==> config.mk <==
export PLATFORM = sky130hd
export DESIGN_NAME = lsu
export DESIGN_NICKNAME = d
export VERILOG_FILES = /design/src/rtl/lsu.sv
export SDC_FILE = /design/constraint.sdc
export NUM_CORES = 1
export LEC_CHECK = 0
export CELL_PAD_IN_SITES_DETAIL_PLACEMENT = 1
export CELL_PAD_IN_SITES_GLOBAL_PLACEMENT = 1
export CORE_UTILIZATION = 40
export CTS_CLUSTER_SIZE = 14
export DETAILED_ROUTE_END_ITERATION = 12
export PLACE_DENSITY_LB_ADDON = 0.1
export REMOVE_ABC_BUFFERS = 1
export SLEW_MARGIN = 25
export SYNTH_ARGS = -nofsm -noshare
export SYNTH_HDL_FRONTEND = slang
export SYNTH_SLANG_ARGS = --single-unit
==> constraint.sdc <==
create_clock -name clk -period 9.71 [get_ports clk]
set_input_delay 1.942 -clock clk [delete_from_list [all_inputs] [get_ports clk]]
set_output_delay 1.942 -clock clk [all_outputs]
set_load 0.01 [all_outputs]
==> src/rtl/lsu.sv <==
// RV64I load/store unit driving a 64-bit word RAM; sub-word stores use read-modify-write. Optional LSU_MISALIGN_TRAP_EN traps misaligned accesses.
// Latency from accept: load/SD respond in n+2, SB/SH/SW in n+3, errors in n+1.
// One request in flight: req_ready is high only in IDLE; resp_valid is a single pulse with no backpressure.
module lsu (
  input  logic        clk,
  input  logic        rst_n,
  input  logic        req_valid,
  output logic        req_ready,
  input  logic        req_we,
  input  logic [2:0]  req_funct3,
  input  logic [63:0] req_addr,
  input  logic [63:0] req_wdata,
  output logic        resp_valid,
  output logic [63:0] resp_rdata,
  output logic        resp_err,
  output logic [63:0] mem_A,
  output logic        mem_WE,
  output logic [63:0] mem_WD,
  input  logic [63:0] mem_RD
);

  typedef enum logic [2:0] {
    S_IDLE, S_LOAD, S_WRITE, S_RMW_RD, S_RMW_WR, S_ERR, S_RESP
  } state_t;

  state_t state, state_nxt;

  logic [63:0] addr_q, wdata_q, rdata_q, merge_q;
  logic [2:0]  f3_q;
  logic        we_q;

  logic        accept, illegal, req_bad;
  logic [2:0]  off, eff_off;
  logic [5:0]  shamt;
  logic [3:0]  size, lane_lo, lane_hi;
  logic [63:0] sh, load_ext, wshift, merged;

  assign accept  = req_valid && req_ready;
  assign illegal = req_we ? req_funct3[2] : (req_funct3 == 3'b111);

`ifdef LSU_MISALIGN_TRAP_EN
  logic misalign;
  always_comb begin
    misalign = 1'b0;
    case (req_funct3[1:0])
      2'd1:    misalign = req_addr[0];
      2'd2:    misalign = |req_addr[1:0];
      2'd3:    misalign = |req_addr[2:0];
      default: misalign = 1'b0;
    endcase
  end
  assign req_bad = illegal || misalign;
`else
  assign req_bad = illegal;
`endif

  // Natural-alignment truncation is a no-op for accesses that reach here under the trap build.
  assign off = addr_q[2:0];
  always_comb begin
    eff_off = off;
    case (f3_q[1:0])
      2'd1:    eff_off = {off[2:1], 1'b0};
      2'd2:    eff_off = {off[2], 2'b00};
      2'd3:    eff_off = 3'b000;
      default: eff_off = off;
    endcase
  end

  assign size  = 4'd1 << f3_q[1:0];
  assign shamt = {eff_off, 3'b000};
  assign sh    = mem_RD >> shamt;

  always_comb begin
    load_ext = 64'd0;
    case (f3_q)
      3'b000:  load_ext = {{56{sh[7]}},  sh[7:0]};
      3'b001:  load_ext = {{48{sh[15]}}, sh[15:0]};
      3'b010:  load_ext = {{32{sh[31]}}, sh[31:0]};
      3'b011:  load_ext = sh;
      3'b100:  load_ext = {56'd0, sh[7:0]};
      3'b101:  load_ext = {48'd0, sh[15:0]};
      3'b110:  load_ext = {32'd0, sh[31:0]};
      default: load_ext = 64'd0;
    endcase
  end

  // Lanes [lo, hi) take the shifted store data; bytes of wdata_q beyond size land outside that window.
  assign lane_lo = {1'b0, eff_off};
  assign lane_hi = lane_lo + size;
  assign wshift  = wdata_q << shamt;

  always_comb begin
    merged = mem_RD;
    for (int i = 0; i < 8; i++) begin
      if ((4'(i) >= lane_lo) && (4'(i) < lane_hi))
        merged[8*i +: 8] = wshift[8*i +: 8];
    end
  end

  always_ff @(posedge clk or negedge rst_n) begin
    if (!rst_n) state <= S_IDLE;
    else        state <= state_nxt;
  end

  always_comb begin
    state_nxt = state;
    case (state)
      S_IDLE: begin
        if (accept) begin
          if (req_bad)                  state_nxt = S_ERR;
          else if (!req_we)             state_nxt = S_LOAD;
          else if (req_funct3 == 3'b011) state_nxt = S_WRITE;
          else                          state_nxt = S_RMW_RD;
        end
      end
      S_LOAD:   state_nxt = S_RESP;
      S_WRITE:  state_nxt = S_RESP;
      S_RMW_RD: state_nxt = S_RMW_WR;
      S_RMW_WR: state_nxt = S_RESP;
      S_ERR:    state_nxt = S_IDLE;
      S_RESP:   state_nxt = S_IDLE;
      default:  state_nxt = S_IDLE;
    endcase
  end

  always_comb begin
    req_ready  = (state == S_IDLE);
    resp_valid = (state == S_RESP) || (state == S_ERR);
    resp_err   = (state == S_ERR);
    resp_rdata = ((state == S_RESP) && !we_q) ? rdata_q : 64'd0;
    mem_WE     = (state == S_WRITE) || (state == S_RMW_WR);
    mem_WD     = 64'd0;
    if (state == S_WRITE)  mem_WD = wdata_q;
    if (state == S_RMW_WR) mem_WD = merge_q;
    mem_A      = {addr_q[63:3], 3'b000};
  end

  always_ff @(posedge clk or negedge rst_n) begin
    if (!rst_n) begin
      addr_q  <= 64'd0;
      wdata_q <= 64'd0;
      rdata_q <= 64'd0;
      merge_q <= 64'd0;
      f3_q    <= 3'd0;
      we_q    <= 1'b0;
    end else begin
      if (accept) begin
        addr_q  <= req_addr;
        wdata_q <= req_wdata;
        f3_q    <= req_funct3;
        we_q    <= req_we;
        rdata_q <= 64'd0;
      end
      if (state == S_LOAD)   rdata_q <= load_ext;
      if (state == S_RMW_RD) merge_q <= merged;
    end
  end

endmodule

After elaboration in Yosys (flattened, before gate mapping) --
Cells that the tools add are included. Widths: inputs -> output; s select.
Word-level totals: bits in registers 263, input port bits 199, output and inout port bits 196, logic and storage cells 83
Operators by class: $add $sub $neg 1, magnitude comparators 16, eq/ne operators 18, shift-type cells 3, muxes and demuxes 21, reductions and logical operators 17
Operator list (count):
- $pmux 64 s7 | 1
- $mux 64 | 5
- $mux 8 | 8
- $shl 64x6->64 | 1
- $shr 64x6->64 | 1
- $eq 3x3->1 const B | 7
- $pmux 3 s3 | 2
- $lt 3x4->1 const A | 4
- $eq 3x2->1 const B | 5
- $ge 3x3->1 const A | 4
- $logic_and 1x1->1 | 10
- $lt 1x4->1 const A | 2
- $lt 2x4->1 const A | 2
- $eq 3x1->1 const B | 2
- $ge 1x3->1 const A | 2
- $ge 2x3->1 const A | 2
- $logic_not 3->1 | 2
- $mux 3 | 2
- $add 3x4->4 | 1
- $eq 2x2->1 const B | 2
- $shl 1x2->4 const A | 1
- $reduce_or 3->1 | 1
- $eq 2x1->1 const B | 1
- $logic_or 1x1->1 | 2
- 5 further kinds | 6

Depth between registers and ports, before layout --
word-level depth 6, gate-level depth with buffers 18

Least setup slack after synthesis --
OpenSTA, ideal clock, no wires.
kind flip-flop to flip-flop, start reg f3_q[0], end reg merge_q[40], arrival time 3764 ps, data required time 9584 ps, path slack 5820 ps, stages on the path, launching flop included 18, path buffers 7, clock period less this slack 3890 ps, cells stage by stage dfrtp_1 > buf_6 > or3b_1 > buf_6 > inv_6 > buf_8 > buf_4 > buf_2 > buf_2 > ha_1 > inv_1 > fa_1 > or3_1 > a21oi_1 > o22ai_2 > and2_1 > clkbuf_1 > a221o_1
Between the ends: cells in the longest elaborated chain, start to end 6, elaborated cells on any way between the ends 11, those cells by class 1 x add/sub; 2 x order compare; 3 x eq/ne; 2 x shift; 2 x mux; 1 x reduce/logical
RTL lines:
- start, declared | line 29 | logic [2:0] f3_q;
- start signal, assigned | line 150 | f3_q <= req_funct3;
- $eq 2x2->1 or $eq 2x1->1 (tied branches) | line 61 | case (f3_q[1:0])
- $pmux 3 s3 | line 61
- $add 3x4->4 | line 89 | assign lane_hi = lane_lo + size;
- $lt 3x4->1 | line 95 | if ((4'(i) >= lane_lo) && (4'(i) < lane_hi))
- $logic_and 1x1->1 | line 95
- $mux 8 (*) | line 95
- end signal, assigned | line 155 | if (state == S_RMW_RD) merge_q <= merged;
- end, declared | line 28 | logic [63:0] addr_q, wdata_q, rdata_q, merge_q;
Mark *: on every way between the ends. The rest lies on a longest branch, timed or not. A chain may end at the register's enable or synchronous reset.

Final worst setup path --
start reg state[0], end out mem_WD[46]
Between the ends: cells in the longest elaborated chain, start to end 3, elaborated cells on any way between the ends 4, those cells by class 2 x eq/ne; 2 x mux
RTL lines:
- start, declared | line 26 | state_t state, state_nxt;
- start signal, assigned | line 102 | else state <= state_nxt;
- $eq 3x2->1 | line 133 | if (state == S_WRITE) mem_WD = wdata_q;
- $mux 64 | line 133
- $mux 64 (*) | line 134 | if (state == S_RMW_WR) mem_WD = merge_q;
- end, declared | line 18 | output logic [63:0] mem_WD,
Marked as above.

==> qor.yml <==
yosys:
  netlist_top_cells_area: "dfrtp_1, nand2_1, mux2i_1"
  yosysMostFrequentCell: "nand2_1"
  netlist_area_um2: 15800
  synth_top_family_by_area: "simple AND/OR/NAND/NOR gates"
  syn_avg_cell_area_um2: 8.48
  muxShareOfSynthArea_pct: 9.45
  synth_edf_count: 0
  async_flop_share_pct: 100
  synthFlopType: "dfrtp_1"
  synth_xor_area_share_pct: 0
  synth.yosys.seq_area_share_pct: 41.7
  synth_top_cell_by_area: "dfrtp_1"
  synth_warnings: 0
  synth_seq_cells: 263
  yosysUniqueCellTypes: 61
  yosys.area.top_type_share_pct: 41.7
  syn_inst: 1861
  synthAdderAreaFrac_pct: 0.285
  synthTopCellsByCount: "nand2_1, dfrtp_1, mux2i_1"
  synthSimpleGateAreaFrac_pct: 21.2
  synth-compound-area-share_pct: 19.4
timing:
  period_needed_ns: 5.44
  finalSetupViolCount: 0
  relSlewSlack_pct: 21.0
  maxSlewViolCount: 0
  fin_tns_setup_ns: 0
  holdWs_ns: 0.481
  clock.fmax_mhz: 184
  tightest_slew_ns: 1.18
  rsz0062_at_grt: "false"
  hold_violations: 0
  skew_ns: 0.0189
  fin_crit_sh_pct: 56.1
critical_path:
  reg2reg_slack_ns: 4.53
  critical_path_class: "flip-flop to primary output"
  path_max_fanout: 35
  r2r-start: "f3_q[1]"
  end_kind: "primary output"
  setup.worst_path.start_class: "flip-flop"
  rr_worst_depth: 11
  critical_path_arrival_ns: 3.50
  required_ns: 7.77
  r2r_end: "merge_q[41]"
clocking:
  cts_sinks: 263
  cts_tree: "built"
  clkTransAtPathRegs_ns: 0.06
  clk_latency_ns: 0.59
  htreeDepth: 1
  postCtsHoldBufs: 0
  cts-root-buf: "clkbuf_16"
  cts_buffer_depth: 3
  ctsResizeCount: 0
  cts_buffers: 31
  cts_setup_buffers: 0
min_path:
  min_from: "addr_q[59]"
  worstHoldPathCells: 2
  whs_endpoint: "addr_q[59]"
  hp-class: "flip-flop to flip-flop"
power_and_ir_drop:
  powerDensity_nw_per_um2: 350
  swShare_pct: 45.4
  peakVddDrop_mv: 0.213
  p_clk_share_pct: 16.6
  pwr-share-seq_pct: 28.3
  p_leak_nw: 9.24
  switching_power_w: 0.00327
  p_int_w: 0.00393
  combPwrFrac_pct: 55.2
finish:
  final_cell_area_um2: 20600
  utilization_pct: 53.1
  finalNetCount: 2299
  syn_to_final_growth_pct: 30.5
  layout-drive-gt1-share_pct: 6.33
detailed_routing:
  viasPerCell: 5.84
  wire_per_inst_um: 24.3
  drtAntennaViolNets: 0
  wl_um: 64200
  dr.pass1.iters: 5
  drt_iter0_markers: 1186
  drcViolationCount: 0
  via_count: 15400
placed_design:
  placed_area_um2: 19500
  io_buffers: 391
  gp_congestion: 0.847
  place_hpwl_um: 42500
floorplan:
  dieArea_um2: 40300
  die_h_um: 201
  die-width_um: 201
  core_um2: 38700
  pin_count: 395
  std_cell_rows: 72
  initial_core_util_pct: 40.7
job:
  maxCapViolCount: 0
status:
  status: "complete, no violations"
global_route:
  overflow: 0
  grt_use_total_pct: 31.5
  grt_antenna_before_repair: 8
  grt_pass1_wl_um: 98800
  grt_max_degree: 74
  grt_pass1_vias: 16000
==> worst max path at each step <==
stage | startpoint | to | slack [ns] | cells after the start
6_report | state[0] | mem_WD[46] | 4.27 | 5
5_1_grt | state[0] | resp_rdata[22] | 4.13 | 5
4_1_cts | state[0] | mem_WD[46] | 4.29 | 5
3_5_place_dp | f3_q[1] | merge_q[45] | 4.73 | 11
3_3_place_gp | f3_q[1] | merge_q[42] | 4.82 | 11
2_1_floorplan | f3_q[1] | rdata_q[39] | 2.95 | 7
==> state kept, by name (all words and copies together) (netlist names) <==
name     cells
we_q         1
f3_q         3
wdata_q     64
merge_q     64
addr_q      64
rdata_q     64
state        3
==> final cells by class <==
| class | count | area [um2] |
|---|---|---|
| fillers | 4494 | 18100 |
| multi-input cells | 1368 | 8090 |
| flip-flops and latches | 263 | 6580 |
| repair buffers | 422 | 4180 |
| clock buffers | 42 | 917 |
| well taps | 518 | 648 |
| clock inverters | 11 | 109 |
| inverters | 11 | 46.3 |
| diodes | 4 | 10.0 |
==> logic make-up (layout without fill, tap and decap cells) <==
family	after synthesis	after routing
AO/OA/AOI/OAI	440	440
adder cells (fa/ha/maj)	3	3
buffers and inverters	232	486
flip-flops	263	263
multiplexers	129	129
other	1	7
AND/OR/NAND/NOR	793	793
==> layout by cell type, fill, tap and decap left out, types with 4 or more instances in the layout <==
cell type and count:
o21ai_0 87, clkinv_2 8, a21o_1 10, clkbuf_16 31, a22oi_1 31, o22a_1 7
nor3_1 12, diode_2 4, clkdlybuf4s50_1 390, nand3_1 43, o31a_1 4, buf_4 27
inv_1 9, and2_1 67, dfrtp_1 263, nand4_1 13, a221o_1 23, o22ai_1 16
o211ai_1 14, a221oi_1 24, nor2_1 34, a211oi_1 14, nand2_1 584, a22o_1 65
a31oi_1 23, and3_1 6, nand2b_1 6, mux4_2 16, mux2i_1 113, a21oi_1 92
clkbuf_8 10, a2bb2oi_1 4, a32oi_1 8
==> worst max-delay path: stages (launching register included) <==
cell,delay [ns]
dfrtp_1,0.54
nand2b_1,0.30
nor2_4,0.71
buf_4,0.52
a22o_1,0.21
clkdlybuf4s50_1,0.54
==> through the flow <==
stage                     setup slack (ns)  std cells  total power, W
final                                 4.27       2639         0.00720
after global routing                  4.13       2638         0.00760
after CTS                             4.29       2634         0.00718
after detailed placement              4.73       2581         0.00595
after global placement                4.82       2578         0.00581
after floorplan                       2.95       1642         0.00408
==> metal layers <==
layer,share of wire [%],GRT usage (%),routed length [um],vias to the layer above
met1,43,43.0,27900,7780
met5,0.058,0,37,-
met4,3.0,10.3,1960,6
li1,-,-,-,6892
met2,46,49.6,29500,611
met3,7.5,6.83,4830,124
==> power groups by stage <==
stage / clock network [W] / logic, W / registers, W
2_1_floorplan: 0 / 0.00218 / 0.00191
3_3_place_gp: 0 / 0.00378 / 0.00203
3_5_place_dp: 0 / 0.00392 / 0.00203
4_1_cts: 0.00121 / 0.00394 / 0.00203
5_1_grt: 0.00125 / 0.00426 / 0.00208
6_report: 0.00119 / 0.00397 / 0.00203
Power figures use the tool's default switching activity.
==> RTL edit (same settings) <==
The 7 states of `state_t` get a one-hot encoding in 7 bits.
--- a/src/rtl/lsu.sv
+++ b/src/rtl/lsu.sv
@@ -20,6 +20,6 @@
 );
 
-  typedef enum logic [2:0] {
-    S_IDLE, S_LOAD, S_WRITE, S_RMW_RD, S_RMW_WR, S_ERR, S_RESP
+  typedef enum logic [6:0] {
+    S_IDLE = 7'b0000001, S_LOAD = 7'b0000010, S_WRITE = 7'b0000100, S_RMW_RD = 7'b0001000, S_RMW_WR = 7'b0010000, S_ERR = 7'b0100000, S_RESP = 7'b1000000
   } state_t;
 
Function: no difference found for any inputs over 4 cycles, from zero or initial values and one cycle with rst_n low; so few cycles prove little.
==> RTL edit against the original RTL <==
- worst hold slack got worse by 0.016 ns
- sequential cell count rose by 4
- power fell by 4.2%
- clock skew rose by 0.0027 ns
- area after synthesis rose by 2.1%
- cell area rose by 2.4%
- critical path type unchanged
- largest cell class unchanged
- first-iteration DRC count fell by 8.8%
- routed wire length fell by 1.5%
- worst setup slack got worse by 0.10 ns
- clock power rose by 12%
- global-route usage fell by 0.89 points
- highest routed layer unchanged
==> RTL edit: results (changes against the original RTL) <==
outcome: "finished clean"  # unchanged
grt.total_usage: 0.306  # was 0.315
p_total_w: 0.00690  # was 0.00720 W
tap_cells: 525  # was 518
startpoint: "state[1]"  # was state[0]
grt_pass1_vias: 15280  # was 16007
clock_cell_area_share: 0.0548  # was 0.0498
rr_endpoint: "merge_q[8]"  # was merge_q[41]
synth_cell_types: 68  # was 61
drive_above_1_share: 0.140  # was 0.0633
num-nonclk-inverters: 10  # was 11
nFillCells: 4374  # was 4494
seq_cells: 267  # was 263
placed_cell_area_um2: 19800  # was 19500 µm²
final_nets: 2107  # was 2299
cp_data_arrival_time_ns: 3.60  # was 3.50 ns
multi_input_area_share: 0.396  # was 0.393
p_sw_w: 0.00298  # was 0.00327 W
placed_cells: 2390  # was 2581
h-tree-depth: 2  # was 1
cp-endpoint: "mem_WD[43]"  # was mem_WD[46]
numCtsBuffers: 35  # was 31
period_needed_ns: 5.54  # was 5.44 ns
path_max_fanout: 64  # was 35
area_growth_pct: 30.8  # was 30.5%
nClkBuffers: 53  # was 42
bufAreaShareNonClock: 0.199  # was 0.203
insertion_delay_ns: 0.57  # was 0.59 ns
multi_input_gates: 1172  # was 1368
hpwl_um: 41400  # was 42500 µm
antenna_found_initial: 1  # was 8
first_iter_violations: 1082  # was 1186
synth.area.mux_share: 0.202  # was 0.0945
fin_hold_ws_ns: 0.465  # was 0.481 ns
gp_congestion: 0.852  # was 0.847
pg_comb_w: 0.00353  # was 0.00397 W
synth_compound_area_frac: 0.178  # was 0.194
regArea_um2: 6680  # was 6580 µm²
vias_per_cell: 5.95  # was 5.84
synthXorXnorAreaFrac: 0.00101  # was 0
worst_pin_slew_ns: 1.12  # was 1.18 ns
avgRoutedWirePerCell_um: 25.8  # was 24.3 µm
grt_pass1_wl_um: 95900  # was 98800 µm
## RTL edit: cell types whose count changed after synthesis, sizes merged, moves of 27 or more
cell and delta:
nand2 -307, mux2 +142, a22o -65, a21oi +62
clkbuf -32, nand3 -32, o21ai -30, a22oi +27
## RTL edit: routing by layer
layer	up-vias	track usage	wire [µm]
met1	7567	0.406	27000
met4	2	0.109	1820
met5	-	0	14
li1	6402	-	-
met3	98	0.0669	4410
met2	546	0.490	30000
## RTL edit: logic make-up (layout without fill, tap and decap cells)
kind of cell / after synthesis / after routing
flip-flops: 267 / 267
other: 1 / 3
AND/OR/NAND/NOR: 449 / 449
AO/OA/AOI/OAI: 438 / 438
buffers and inverters: 214 / 491
XOR/XNOR: 1 / 1
multiplexers: 278 / 278
adder cells (fa/ha/maj): 3 / 3
## RTL edit: critical path, cell delays in order, from the launching register on
cell             delay, ns
dfrtp_1               0.44
nor4_1                0.58
and3_2                0.27
buf_4                 0.66
nand2_1               0.24
a21oi_1               0.21
clkdlybuf4s50_1       0.60
